`src/rtl/sumresta_pkg.sv`:
```
// rtl/sumresta_pkg.sv - shared types, segment constants and digit decoder for sumresta_bcd_display
package sumresta_pkg;

    typedef enum logic [1:0] {
        IDLE  = 2'd0,
        CALC  = 2'd1,
        SHIFT = 2'd2,
        DONE  = 2'd3
    } state_t;

    // Segment codes are ordered a..g from MSB to LSB, active-low.
    localparam logic [6:0] SEG_BLANK = 7'b1111111;
    localparam logic [6:0] SEG_MINUS = 7'b1111110;

    // Decimal digit to active-low a..g pattern; non-decimal codes go dark.
    function automatic logic [6:0] seg7_code(input logic [3:0] d);
        case (d)
            4'd0:    return 7'b0000001;
            4'd1:    return 7'b1001111;
            4'd2:    return 7'b0010010;
            4'd3:    return 7'b0000110;
            4'd4:    return 7'b1001100;
            4'd5:    return 7'b0100100;
            4'd6:    return 7'b0100000;
            4'd7:    return 7'b0001111;
            4'd8:    return 7'b0000000;
            4'd9:    return 7'b0000100;
            default: return SEG_BLANK;
        endcase
    endfunction

endpackage

```
`src/rtl/sumresta_bcd_display_if.sv`:
```
// rtl/sumresta_bcd_display_if.sv - operand/request/status bundle for sumresta_bcd_display
interface sumresta_bcd_display_if #(
    parameter int WIDTH = 4
);
    logic signed [WIDTH-1:0] A;
    logic signed [WIDTH-1:0] B;
    logic                    Sel;
    logic                    start;
    logic                    busy;
    logic                    done;
    logic                    ovf;

    modport master (output A, B, Sel, start, input busy, done, ovf);
    modport slave  (input A, B, Sel, start, output busy, done, ovf);
endinterface

```
`src/rtl/sumresta_bcd_display_seg7_scan.sv`:
```
// rtl/sumresta_bcd_display_seg7_scan.sv - multiplexed 7-segment scanner with sign digit, blanking, optional SUMRESTA_OVF_BLINK_EN blink
module seg7_scan
    import sumresta_pkg::*;
#(
    parameter int DIGITS      = 4,
    parameter int REFRESH_DIV = 50000
) (
    input  logic                    clk,
    input  logic                    rst,
    input  logic [(DIGITS-1)*4-1:0] bcd,
    input  logic                    sign,
    input  logic                    ovf,
    output logic [0:6]              SSeg,
    output logic [DIGITS-1:0]       an
);
    localparam int RW = (REFRESH_DIV > 1) ? $clog2(REFRESH_DIV) : 1;
    localparam int IW = $clog2(DIGITS);

    logic [RW-1:0]     scan_cnt;
    logic [IW-1:0]     idx;
    logic              tick;
    logic [DIGITS-2:0] blank;
    logic              seen;
    logic [6:0]        seg_nx;
    logic [DIGITS-1:0] an_nx;

    assign tick = (scan_cnt == RW'(REFRESH_DIV - 1));

    // Refresh divider and digit index advance once per divider wrap.
    always_ff @(posedge clk or posedge rst) begin
        if (rst) begin
            scan_cnt <= '0;
            idx      <= '0;
        end else if (tick) begin
            scan_cnt <= '0;
            idx      <= (idx == IW'(DIGITS - 1)) ? '0 : idx + 1'b1;
        end else begin
            scan_cnt <= scan_cnt + 1'b1;
        end
    end

`ifdef SUMRESTA_OVF_BLINK_EN
    logic [7:0] blink_cnt;
    logic       blink_phase;

    // Counts scan ticks; phase flips every 256 ticks to gate the anodes.
    always_ff @(posedge clk or posedge rst) begin
        if (rst) begin
            blink_cnt   <= '0;
            blink_phase <= 1'b0;
        end else if (tick) begin
            blink_cnt <= blink_cnt + 1'b1;
            if (blink_cnt == 8'hFF) blink_phase <= ~blink_phase;
        end
    end
`else
    logic unused_ovf;
    assign unused_ovf = ovf;
`endif

    // Leading-zero blanking, segment selection and anode decode for the active digit.
    always_comb begin
        blank  = '0;
        seen   = 1'b0;
        seg_nx = SEG_BLANK;
        for (int i = DIGITS - 2; i >= 0; i--) begin
            seen     = seen | (bcd[i*4 +: 4] != 4'd0);
            blank[i] = !seen && (i != 0);
        end
        if (idx == IW'(DIGITS - 1)) begin
            seg_nx = sign ? SEG_MINUS : SEG_BLANK;
        end else begin
            for (int i = 0; i < DIGITS - 1; i++) begin
                if (idx == IW'(i))
                    seg_nx = blank[i] ? SEG_BLANK : seg7_code(bcd[i*4 +: 4]);
            end
        end
        an_nx = ~(DIGITS'(1) << idx);
`ifdef SUMRESTA_OVF_BLINK_EN
        if (ovf && blink_phase) an_nx = '1;
`endif
    end

    // Registered outputs so everything is dark while reset is held.
    always_ff @(posedge clk or posedge rst) begin
        if (rst) begin
            SSeg <= SEG_BLANK;
            an   <= '1;
        end else begin
            SSeg <= seg_nx;
            an   <= an_nx;
        end
    end

endmodule

```
`src/rtl/sumresta_bcd_display.sv`:
```
// rtl/sumresta_bcd_display.sv - signed add/sub with double-dabble BCD and scanned readout (SUMRESTA_OVF_BLINK_EN adds overflow blink)
module sumresta_bcd_display
    import sumresta_pkg::*;
#(
    parameter int WIDTH       = 4,
    parameter int DIGITS      = 4,
    parameter int REFRESH_DIV = 50000
) (
    input  logic                  clk,
    input  logic                  rst,
    sumresta_bcd_display_if.slave bus,
    output logic [0:6]            SSeg,
    output logic [DIGITS-1:0]     an
);
    localparam int NB = (DIGITS - 1) * 4;
    localparam int CW = $clog2(WIDTH + 2);

    state_t                  state, state_nx;
    logic signed [WIDTH-1:0] a_q, b_q;
    logic                    sel_q;
    logic signed [WIDTH:0]   a_ext, b_ext, res;
    logic [WIDTH:0]          mag_q;
    logic                    sign_q, ovf_q;
    logic [NB-1:0]           bcd_q, bcd_adj, disp_bcd;
    logic                    disp_sign, disp_ovf, done_q;
    logic [CW-1:0]           shift_cnt;
    logic                    last_shift;

    assign a_ext      = {a_q[WIDTH-1], a_q};
    assign b_ext      = {b_q[WIDTH-1], b_q};
    assign res        = sel_q ? (a_ext - b_ext) : (a_ext + b_ext);
    assign last_shift = (shift_cnt == CW'(WIDTH));

    assign bus.busy = (state != IDLE);
    assign bus.done = done_q;
    assign bus.ovf  = disp_ovf;

    // Double-dabble correction: bump every BCD nibble of 5 or more by 3 before the shift.
    always_comb begin
        bcd_adj = '0;
        for (int i = 0; i < DIGITS - 1; i++)
            bcd_adj[i*4 +: 4] = (bcd_q[i*4 +: 4] >= 4'd5) ? bcd_q[i*4 +: 4] + 4'd3 : bcd_q[i*4 +: 4];
    end

    // State register.
    always_ff @(posedge clk or posedge rst) begin
        if (rst) state <= IDLE;
        else     state <= state_nx;
    end

    // Next-state logic; start is only honoured while idle.
    always_comb begin
        state_nx = state;
        case (state)
            IDLE:  if (bus.start) state_nx = CALC;
            CALC:  state_nx = SHIFT;
            SHIFT: if (last_shift) state_nx = DONE;
            DONE:  state_nx = IDLE;
            default: state_nx = IDLE;
        endcase
    end

    // Operand capture, arithmetic, BCD shifting and display register update.
    always_ff @(posedge clk or posedge rst) begin
        if (rst) begin
            a_q       <= '0;
            b_q       <= '0;
            sel_q     <= 1'b0;
            mag_q     <= '0;
            sign_q    <= 1'b0;
            ovf_q     <= 1'b0;
            bcd_q     <= '0;
            shift_cnt <= '0;
            disp_bcd  <= '0;
            disp_sign <= 1'b0;
            disp_ovf  <= 1'b0;
            done_q    <= 1'b0;
        end else begin
            done_q <= 1'b0;
            case (state)
                IDLE: if (bus.start) begin
                    a_q   <= bus.A;
                    b_q   <= bus.B;
                    sel_q <= bus.Sel;
                end
                CALC: begin
                    sign_q    <= res[WIDTH];
                    mag_q     <= res[WIDTH] ? $unsigned(-res) : $unsigned(res);
                    ovf_q     <= res[WIDTH] ^ res[WIDTH-1];
                    bcd_q     <= '0;
                    shift_cnt <= '0;
                end
                SHIFT: begin
                    bcd_q     <= {bcd_adj[NB-2:0], mag_q[WIDTH]};
                    mag_q     <= {mag_q[WIDTH-1:0], 1'b0};
                    shift_cnt <= shift_cnt + 1'b1;
                end
                DONE: begin
                    disp_bcd  <= bcd_q;
                    disp_sign <= sign_q;
                    disp_ovf  <= ovf_q;
                    done_q    <= 1'b1;
                end
                default: ;
            endcase
        end
    end

    seg7_scan #(
        .DIGITS      (DIGITS),
        .REFRESH_DIV (REFRESH_DIV)
    ) u_scan (
        .clk  (clk),
        .rst  (rst),
        .bcd  (disp_bcd),
        .sign (disp_sign),
        .ovf  (disp_ovf),
        .SSeg (SSeg),
        .an   (an)
    );

endmodule

```
`src/flat_wrapper.sv`:
```
// flat-port wrapper written by rule: the top's interface ports become plain ports
module sumresta_bcd_display_flat import sumresta_pkg::*;
#(
    parameter int WIDTH       = 4,
    parameter int DIGITS      = 4,
    parameter int REFRESH_DIV = 50000
)
  (clk, rst, SSeg, an, bus_A, bus_B, bus_Sel, bus_start, bus_busy, bus_done, bus_ovf);
  sumresta_bcd_display_if #(.WIDTH(WIDTH)) bus_i ();
  input  logic clk;
  input  logic rst;
  output logic [0:6] SSeg;
  output logic [DIGITS-1:0] an;
  input wire logic [$bits(bus_i.A)-1:0] bus_A;
  input wire logic [$bits(bus_i.B)-1:0] bus_B;
  input wire logic [$bits(bus_i.Sel)-1:0] bus_Sel;
  input wire logic [$bits(bus_i.start)-1:0] bus_start;
  output wire logic [$bits(bus_i.busy)-1:0] bus_busy;
  output wire logic [$bits(bus_i.done)-1:0] bus_done;
  output wire logic [$bits(bus_i.ovf)-1:0] bus_ovf;
  assign bus_i.A = bus_A;
  assign bus_i.B = bus_B;
  assign bus_i.Sel = bus_Sel;
  assign bus_i.start = bus_start;
  assign bus_busy = bus_i.busy;
  assign bus_done = bus_i.done;
  assign bus_ovf = bus_i.ovf;
  sumresta_bcd_display #(.WIDTH(WIDTH), .DIGITS(DIGITS), .REFRESH_DIV(REFRESH_DIV)) u_core (.clk(clk), .rst(rst), .bus(bus_i), .SSeg(SSeg), .an(an));
endmodule
```
`config.mk`:
```
export PLATFORM = sky130hd
export DESIGN_NAME = sumresta_bcd_display_flat
export DESIGN_NICKNAME = d
export VERILOG_FILES = /design/src/rtl/sumresta_pkg.sv /design/src/rtl/sumresta_bcd_display_if.sv /design/src/rtl/sumresta_bcd_display_seg7_scan.sv /design/src/rtl/sumresta_bcd_display.sv /design/src/flat_wrapper.sv
export SDC_FILE = /design/constraint.sdc
export NUM_CORES = 1
export LEC_CHECK = 0
export BUFFER_PORTS_ARGS = -buffer_cell sky130_fd_sc_hd__buf_4
export CAP_MARGIN = 5
export CORE_MARGIN = 2
export CORE_UTILIZATION = 30
export CTS_BUF_LIST = sky130_fd_sc_hd__clkbuf_16
export DETAILED_ROUTE_END_ITERATION = 10
export SYNTH_ARGS = -nofsm -noshare
export SYNTH_HDL_FRONTEND = slang
export SYNTH_SLANG_ARGS = --single-unit
```
`constraint.sdc`:
```
create_clock -name clk -period 2.3 [get_ports clk]
set_input_delay 0.46 -clock clk [delete_from_list [all_inputs] [get_ports clk]]
set_output_delay 0.46 -clock clk [all_outputs]
set_load 0.02 [all_outputs]
```
# Word-level counts from Yosys, hierarchy flattened
# Memory sizes are Yosys's and may differ from the RTL's.
# Index checks and enable logic that the tools add are counted.
dict set report word_totals {
  n_memories 3
  out_inout_bits 14
  regBits 77
  input_bits 12
  wordCells 75
  mem_bits_ro 336
}
dict set report op_classes {
  magnitude_cmp 3
  bitwise_logic 3
  n_mux 21
  shifts 1
  n_eq_ne 10
  n_reduce_logical 8
  addsub 9
}
# memory depth word_bits rd rd_ports_with_merged_regs write_ports line
set memory_table {}
lappend memory_table {{(name not given)} 16 7 1 0 0 sumresta_pkg.sv:17} ;# case (d)
lappend memory_table {{(name not given)} 16 7 1 0 0 sumresta_pkg.sv:17}
lappend memory_table {{(name not given)} 16 7 1 0 0 sumresta_pkg.sv:17}
# operator n
set op_table {}
lappend op_table {{$mux 7} 6}
lappend op_table {{$pmux 12 s2} 1}
lappend op_table {{$add 16x1->16 const B} 1}
lappend op_table {{$eq 16x16->1 const B} 1}
lappend op_table {{$mux 16} 1}
lappend op_table {{$ge 4x3->1 const B} 3}
lappend op_table {{$mux 5} 2}
lappend op_table {{$pmux 5 s2} 1}
lappend op_table {{$add 4x2->4 const B} 2}
lappend op_table {{$eq 2x2->1 const B} 4}
lappend op_table {{$mux 4} 2}
lappend op_table {{$pmux 2 s4} 1}
lappend op_table {{$reduce_bool 4->1} 2}
lappend op_table {{$mux 2} 3}
lappend op_table {{$pmux 3 s2} 1}
lappend op_table {{$add 4x4->5} 1}
lappend op_table {{$neg 5->5} 1}
lappend op_table {{$sub 4x4->5} 1}
lappend op_table {{$eq 2x1->1 const B} 2}
lappend op_table {{$logic_not 2->1} 2}
lappend op_table {{$not 4->4} 1}
lappend op_table {{$reduce_and 2->1} 2}
lappend op_table {{$reduce_bool 2->1} 2}
lappend op_table {{$shl 1x2->4 const A} 1}
lappend op_table {{other kinds (10)} 11}

# Logic depth before layout (Yosys ltp)
# Gate-level depths: netlist of run 1.
dict set report depth {
  depth_word 6
  mapped_depth 11
  ltp_nobuf 11
}

# Hierarchy
# Synthesis of run 1 repeated with hierarchy kept, for this count alone.
dict set report unflattened {
  hier_cells 451
  area_unflattened_um2 4518.1
}
# module area_each_um2 cells_per_inst seq_area_each_um2 n_inst
set by_module_without_submodules {}
lappend by_module_without_submodules {sumresta_bcd_display 2512.4 234 1201.2 1}
lappend by_module_without_submodules {seg7_scan 2005.7 217 739.5 1}

# Worst setup path after synthesis of run 1
# No wires, ideal clock.
dict set report synth_timing {
  kind {flip-flop to flip-flop}
  from {reg u_core.b_q[0]}
  to {reg u_core.ovf_q}
  setup_slack_ns -0.018
  setup_ns 0.125
  stages_incl_launch_ff 10
  period_less_slack_ns 2.318
  arrival_ns 2.194
  path_buffers 0
  t_required_ns 2.175
  cell_sequence {dfrtp_1 > inv_1 > ha_1 > mux2i_1 > fa_1 > a21o_2 > a21oi_1 > xnor2_2 > xnor2_1 > mux2_2}
}
dict set report synth_between {
  elab_chain_cells 3
  elab_cells_between_ends 4
  classes_between {add/sub: 2; mux: 1; bitwise: 1}
}
# element line
set synth_rtl {}
lappend synth_rtl {{start, declared} sumresta_bcd_display.sv:19} ;# logic signed [WIDTH-1:0] a_q, b_q;
lappend synth_rtl {{start signal, assigned} sumresta_bcd_display.sv:83} ;# b_q <= bus.B;
lappend synth_rtl {{$add 4x4->5 / $sub 4x4->5 (equally long branches)} sumresta_bcd_display.sv:31} ;# assign res = sel_q ? (a_ext - b_ext) : (a_ext + b_ext);
lappend synth_rtl {{$mux 5 (*)} sumresta_bcd_display.sv:31}
lappend synth_rtl {{$xor 1x1->1 (*)} sumresta_bcd_display.sv:89} ;# ovf_q <= res[WIDTH] ^ res[WIDTH-1];
lappend synth_rtl {{end signal, assigned} sumresta_bcd_display.sv:89}
lappend synth_rtl {{end, declared} sumresta_bcd_display.sv:23} ;# logic sign_q, ovf_q;
# Mark *: on every way between the ends. The rest lies on a longest branch, timed or not.
# A chain may end at the register's enable or synchronous reset.

# Final worst setup path of run 1
# Same ends and word-level chain as after synthesis.

==> results.md, run 1 <==
* Status: finished clean
* Setup-failing EPs final at 0
* Num Clock Sinks at 77
* Antenna violations before repair at 0
* IO Count at 26
* Via count at 3154
* Mapped Cells at 450
* Pre-CTS setup slack at -0.01155 ns
* Fin worst setup slack at 0.05866 ns
* Inserted Clock Buffers at 9
* Drc violations at 0
* R2r setup slk at 0.06 ns
* Comb pwr share at 52.6%
* CP Class: reg -> reg
* CTS tree: yes
* Diodes inserted at 0
* Worst min path class: in -> async
* Syn avg cell area at 9.604 um2
* Fill cells at 1406
* Clock-pin slew on the worst setup and hold paths at roughly 0.06 ns
* Clock Tree Root: clkbuf_16
* Worst Skew at between 0.006 and 0.007 ns
* Gr ovfl total at 0
* Max-Cap Viols at 0
* CP endpoint kind: flop
* WP data required at 2.52 ns
* Startpoint class of the critical path: flop
* Critical R2R Launch: u_core.b_q[0]
* Final ANT Viol Nets at 0
* Area contributors post-synth: dfrtp_1 38%, ha_1 11%, dfstp_2 6.7%
* Mapped Area at 4322 um2
* Vias in the first global route at 3116
* Starting density of the core at 30.89%
* Crit path max fanout at 6
* Yosys warns at 0
* Critical path's slowest cell: fa_2
* Most common cell after layout, fill and taps aside: dfrtp_1
* Net Count, Synth at 502
* Total track usage at 11.43%
* WP data arrival at 2.46 ns
* Layout cells sized above 1 at 18.94%
* Nets at 538
* Max VDD drop at ~0.94 mV
* RSZ-0062 raised after global routing: yes
* Final worst-path cycle share at approximately 97%
* Static Leak at 2.269 nW
* NetSw at between 0.002 and 0.003 W
* Largest net degree at the start of global routing at 33
* Max-slew violation count at 0
* F_max at 0.4462 GHz
* Die area at ~15000 um2
* Pwr/cell area at 1322 nW/um2
* Yosys top cell by area: dfrtp_1
* Number of buffers and inverters on the critical path at 1
* DR WL/cell at 12.12 um
* Syn-to-layout area delta at 18.91%
* Vias/cell at 4.700
* Crit-path cells: inv_1 -> ha_1 -> mux2i_2 -> fa_2 -> a21o_2 -> a21oi_4 -> xnor2_4 -> xnor2_2 -> mux2_2
* Sw Share at ~38%
* WHS at around 0.16 ns
* Port buffer count at 25
* Fin. Hold Viols at 0
* CP top delay family: adder cells
* RePlAce Congestion at 0.8191
* Sequential Power Share at 27.4%
* Tightest Pin Transition at 0.6516 ns
* DRT iter0 DRCs at 177
* DRT Pass-1 Iters at 5
* Worst slew margin at 56.56%
* Sequential-to-total area share from yosys stat at 44.90%
* Power Internal at 0.004245 W
* Worst-Skew Late Latency at 0.33 ns
* Period minus WS final at 2.241 ns
* FF-to-FF path depth at 9
* Clock network power share at between 20% and 30%
* RR Endpoint: u_core.ovf_q
* Die width at 124.0 um
* H-tree lvl count at 3
* Synth unique cells at 40
* Global-route wire length before repair at 14040 um
* Die Span Y at about 120 um
* Commonest cells after routing, fill and taps aside: 66 x dfrtp_1, 40 x nor2_1, 39 x inv_1, 39 x ha_1, 39 x buf_4
* Synth top area share at a little under two fifths
* HPWL Detailed at 6088 um
* Max incr delay on CP at 0.37 ns
* Yosys reg bits at 77
* Clock Tree Buf Depth at 2
* Core area at 13990 um2
* Rows at 43
* Routed wire length at 8134 um
-- metal layers --
metal  vias up  wire length (um)  part of all wire, %  GRT usage, %
li1       1601                 -                    -             -
met4         0                70                 0.86         3.792
met5         -                 0                    0             0
met1      1499              3925                   48         14.32
met3         9               263                  3.2         3.114
met2        45              3874                   48         19.06
-- cell type report --
cell class	instances	area (um2)	area share (%)
multi-input combinational	320	2230	43.39
clock buffer	9	225.2	4.383
timing repair buffer	40	312.8	6.087
clock inverter	7	58.81	1.144
inverter	38	146.4	2.849
tap	180	225.2	4.383
sequential	77	1941	37.76
-- logic make-up after synthesis --
logic type	Yosys count	share of synthesized area, %
AOI/OAI and AO/OA	97	13.09
xor gates and xnor gates	26	5.443
adders and majority gates	40	11.75
buffers and inverters	53	4.603
DFF	77	44.90
muxes	24	6.109
and+or+nand+nor	133	14.10
-- cell usage after synthesis --
cell / instances
clkbuf_1: 14
nor4b_1: 1
nand2_1: 37
dfstp_2: 11
o211ai_1: 1
o22a_1: 2
ha_1: 39
o22ai_1: 16
o32a_1: 1
dfrtp_1: 66
nor3_1: 11
nand3_1: 17
fa_1: 1
buf_1: 1
xor2_1: 10
a41oi_1: 1
mux2i_1: 5
a21oi_2: 1
nand3b_1: 1
a21o_2: 1
o21bai_1: 1
nor3b_1: 1
o21ai_0: 32
and3_1: 4
xnor2_1: 15
and2_1: 2
o31ai_1: 3
nand4_1: 2
nor2b_1: 7
a31oi_1: 5
o311a_1: 1
nand2b_1: 9
a21oi_1: 28
a221oi_1: 2
a211oi_1: 2
inv_1: 38
nor4_1: 1
mux2_2: 19
xnor2_2: 1
nor2_1: 40
-- flip-flops by register name (all words and copies together), names as in the netlist --
register / flops
u_core.u_scan.SSeg: 7
u_core.sign_q: 1
u_core.u_scan.an: 4
u_core.b_q: 4
u_core.disp_bcd: 12
u_core.u_scan.scan_cnt: 16
u_core.state: 2
u_core.mag_q: 5
u_core.bus.ovf: 1
u_core.ovf_q: 1
u_core.bus.done: 1
u_core.disp_sign: 1
u_core.shift_cnt: 3
u_core.sel_q: 1
u_core.u_scan.idx: 2
u_core.a_q: 4
u_core.bcd_q: 12
-- power by group through the flow --
stage | Clock (W) | Combinational (W) | Sequential, W
4_1_cts | 0.00139 | 0.00334 | 0.00187
3_3_place_gp | 0 | 0.00300 | 0.00188
2_1_floorplan | 0 | 0.00229 | 0.00192
3_5_place_dp | 0 | 0.00310 | 0.00189
5_1_grt | 0.00146 | 0.00399 | 0.00190
6_report | 0.00136 | 0.00357 | 0.00186
-- worst reg2reg max path, stage by stage, from the launching register on --
cell and delay, ns:
dfrtp_1 0.34, inv_1 0.05, ha_1 0.28, mux2i_2 0.09
fa_2 0.37, a21o_2 0.24, a21oi_4 0.18, xnor2_4 0.15
xnor2_2 0.15, mux2_2 0.26
-- metrics by stage --
step           util [%]  instance area, um2  TNS [ns]  std cells  total power, W
4_1_cts           36.52                5109         0        670        0.006604
2_1_floorplan         -                4329         0        450        0.004211
6_report          36.74                5139         0        671        0.006793
3_5_place_dp      34.28                4796  -0.01155        653        0.004984
5_1_grt           36.74                5139  -0.07362        671        0.007347
3_3_place_gp      34.28                4796         0        653        0.004880
-- repair_timing --
item,4_1_cts,5_1_grt
gates resized for setup,3,5
pin swaps,1,7
endpoints found under the setup margin,1,5
setup buffers,1,1
hold buffers,0,0
-- how the worst max path moves through the flow --
stage               cells after the start          start  slack (ns)         endpoint
floorplan                               9  u_core.b_q[0]        0.02     u_core.ovf_q
global placement                        9  u_core.b_q[0]        0.04     u_core.ovf_q
detailed placement                      9  u_core.b_q[0]       -0.01     u_core.ovf_q
CTS                                    10  u_core.b_q[0]        0.01     u_core.ovf_q
global route                           12  u_core.b_q[0]       -0.04  u_core.mag_q[3]
finish                                  9  u_core.b_q[0]        0.06     u_core.ovf_q
(Power assumes the default switching activity.)
==> inputs of run 2 (changes only) <==
Settings changed: RECOVER_POWER set to 50.
Clock period 2.3 ns to 2.7 ns, I/O delays scaled along.
==> results.md, run 2 (synthesis gave the netlist of run 1 again) <==
* Final Util at 35.64% (was 36.74%)
* Pwr/cell area at 1044 nW/um2 (was 1322 nW/um2)
* Pre-CTS setup slack at 0.2444 ns (was -0.01155 ns)
* Largest net degree at the start of global routing at 36 (was 33)
* Top reg by flops: u_core.u_scan.scan_cnt (unchanged)
* Nets at 527 (was 538)
* Max-Cap Viols at 0 (unchanged)
* H-tree lvl count at 3 (unchanged)
* Final worst-path cycle share at 92.20% (was 97.45%)
* Static Leak at 2.205 nW (was 2.269 nW)
* Clock network power share at 22.2% (was 20.0%)
* Most common cell after layout, fill and taps aside: dfrtp_1 (unchanged)
* HPWL Detailed at 5778 um (was 6088 um)
* Global-route wire length before repair at 13790 um (was 14040 um)
* Layout cells sized above 1 at 15.21% (was 18.94%)
* Fin worst setup slack at 0.2106 ns (was 0.05866 ns)
* Max-slew violation count at 0 (unchanged)
* Vias in the first global route at 2977 (was 3116)
* DRT iter0 DRCs at 154 (was 177)
* Overall Power at 0.005205 W (was 0.006793 W)
* IO Count at 26 (unchanged)
* Die Span Y at 124.0 um (unchanged)
* Final ANT Viol Nets at 0 (unchanged)
* RSZ-0062 raised after global routing: no (was yes)
* DRT Pass-1 Iters at 4 (was 5)
* Crit path max fanout at 6 (unchanged)
* Top flop regs: u_core.u_scan.scan_cnt x16, u_core.bcd_q x12, u_core.disp_bcd x12 (unchanged)
* Tightest Pin Transition at 1.292 ns (was 0.6516 ns)
* WHS at 0.3575 ns (was 0.1634 ns)
* Vias/cell at 4.659 (was 4.700)
* Fill cells at 1413 (was 1406)
* Inserted Clock Buffers at 9 (unchanged)
* Post-CTS setup repair buffer count at 0 (was 1)
* Antenna violations before repair at 0 (unchanged)
* Via count at 3075 (was 3154)
* Diodes inserted at 0 (unchanged)
* WP data required at 2.92 ns (was 2.52 ns)
* CP Class: reg -> reg (unchanged)
* NetSw at 0.001977 W (was 0.002548 W)
* Sw Share at 37.99% (was 37.51%)
* Worst slew margin at 13.86% (was 56.56%)
* Core area at 13990 um2 (unchanged)
* DR WL/cell at 12.10 um (was 12.12 um)
* Drc violations at 0 (unchanged)
* Die width at 124.0 um (unchanged)
* Clock Tree Root: clkbuf_16 (unchanged)
* Worst min path class: in -> async (unchanged)
* Comb pwr share at 47.2% (was 52.6%)
* Commonest cells after routing, fill and taps aside: 66 x dfrtp_1, 40 x nor2_1, 40 x inv_1 (was 66 x dfrtp_1, 40 x nor2_1, 39 x inv_1, 39 x ha_1, 39 x buf_4)
* Max reg flops at 16 (unchanged)
* CTS tree: yes (unchanged)
* Setup TNS at 0 ns (unchanged)
* Clock Tree Buf Depth at 2 (unchanged)
* Power Internal at 0.003227 W (was 0.004245 W)
* Rows at 43 (unchanged)
* Total track usage at 11.23% (was 11.43%)
* Setup-failing EPs final at 0 (unchanged)
* RePlAce Congestion at 0.8104 (was 0.8191)
* Max VDD drop at 0.6550 mV (was 0.9380 mV)
* Worst-Skew Late Latency at 0.33 ns (about the same)
* Die area at 15380 um2 (unchanged)
* Port buffer count at 25 (unchanged)
* Hold-fix buffers, CTS at 0 (unchanged)
* Routed wire length at 7984 um (was 8134 um)
* Status: finished clean (unchanged)
* Syn-to-layout area delta at 15.37% (was 18.91%)
* Num Clock Sinks at 77 (unchanged)
* Startpoint class of the critical path: flop (unchanged)
* Starting density of the core at 30.89% (unchanged)
* Clock-pin slew on the worst setup and hold paths at 0.06 ns (about the same)
* Resize count post-CTS at 0 (was 3)
* Gr ovfl total at 0 (unchanged)
* Sequential Power Share at 30.6% (was 27.4%)
* CP endpoint kind: flop (unchanged)
* Period minus WS final at 2.489 ns (was 2.241 ns)
* Worst Skew at 0.007359 ns (was 0.006125 ns)
* F_max at 0.4017 GHz (was 0.4462 GHz)
* WP data arrival at 2.70 ns (was 2.46 ns)
* Fin. Hold Viols at 0 (unchanged)
## run 2: final cells by class
class / count / area, um2 / share of cell area, %
Clock buffer: 9 / 225.2 / 4.517
Clock inverter: 7 / 58.81 / 1.179
Inverter: 38 / 142.6 / 2.861
Multi-Input combinational cell: 320 / 2182 / 43.76
Sequential cell: 77 / 1941 / 38.92
Tap cell: 180 / 225.2 / 4.517
Timing Repair Buffer: 29 / 211.5 / 4.241
## run 2: critical path, stage by stage (launching register included)
cell,delay [ns]
dfrtp_1,0.39
inv_1,0.06
ha_1,0.27
mux2i_1,0.11
fa_1,0.49
a21o_2,0.22
a21oi_1,0.22
xnor2_2,0.22
xnor2_1,0.12
mux2_2,0.27
## run 2: power by group through the flow
| stage | clock network (W) | logic, W | registers [W] |
|---|---|---|---|
| 2_1_floorplan | 0 | 0.00193 | 0.00163 |
| 3_3_place_gp | 0 | 0.00241 | 0.00161 |
| 3_5_place_dp | 0 | 0.00245 | 0.00161 |
| 4_1_cts | 0.00119 | 0.00248 | 0.00160 |
| 5_1_grt | 0.00124 | 0.00277 | 0.00163 |
| 6_report | 0.00116 | 0.00246 | 0.00159 |
## run 2: path summary, 6_finish.rpt
kind                                  startpoint                          to  slack, ns  cells after the start
max in group asynchronous                    rst             u_core.state[1]       0.70                      3
worst max-delay path               u_core.b_q[0]                u_core.ovf_q       0.21                      9
worst min register to register  u_core.disp_sign       u_core.u_scan.SSeg[6]       0.49                      1
min in group clk                        bus_A[1]               u_core.a_q[1]       0.44                      2
worst min-delay path                         rst  u_core.u_scan.scan_cnt[12]       0.36                      2
worst max register to register     u_core.b_q[0]                u_core.ovf_q       0.21                      9
## run 2: per-stage QoR
step | cell area (um2) | instances
floorplan | 4322 | 450
global placement | 4721 | 644
detailed placement | 4721 | 644
CTS | 5005 | 660
global route | 4986 | 660
finish | 4986 | 660
## run 2: metal layers
layer | share of wire [%] | track usage, %
met3 | 3.1 | 3.297
met4 | 1.3 | 3.371
met5 | 0 | 0
met1 | 50 | 14.39
met2 | 46 | 18.34
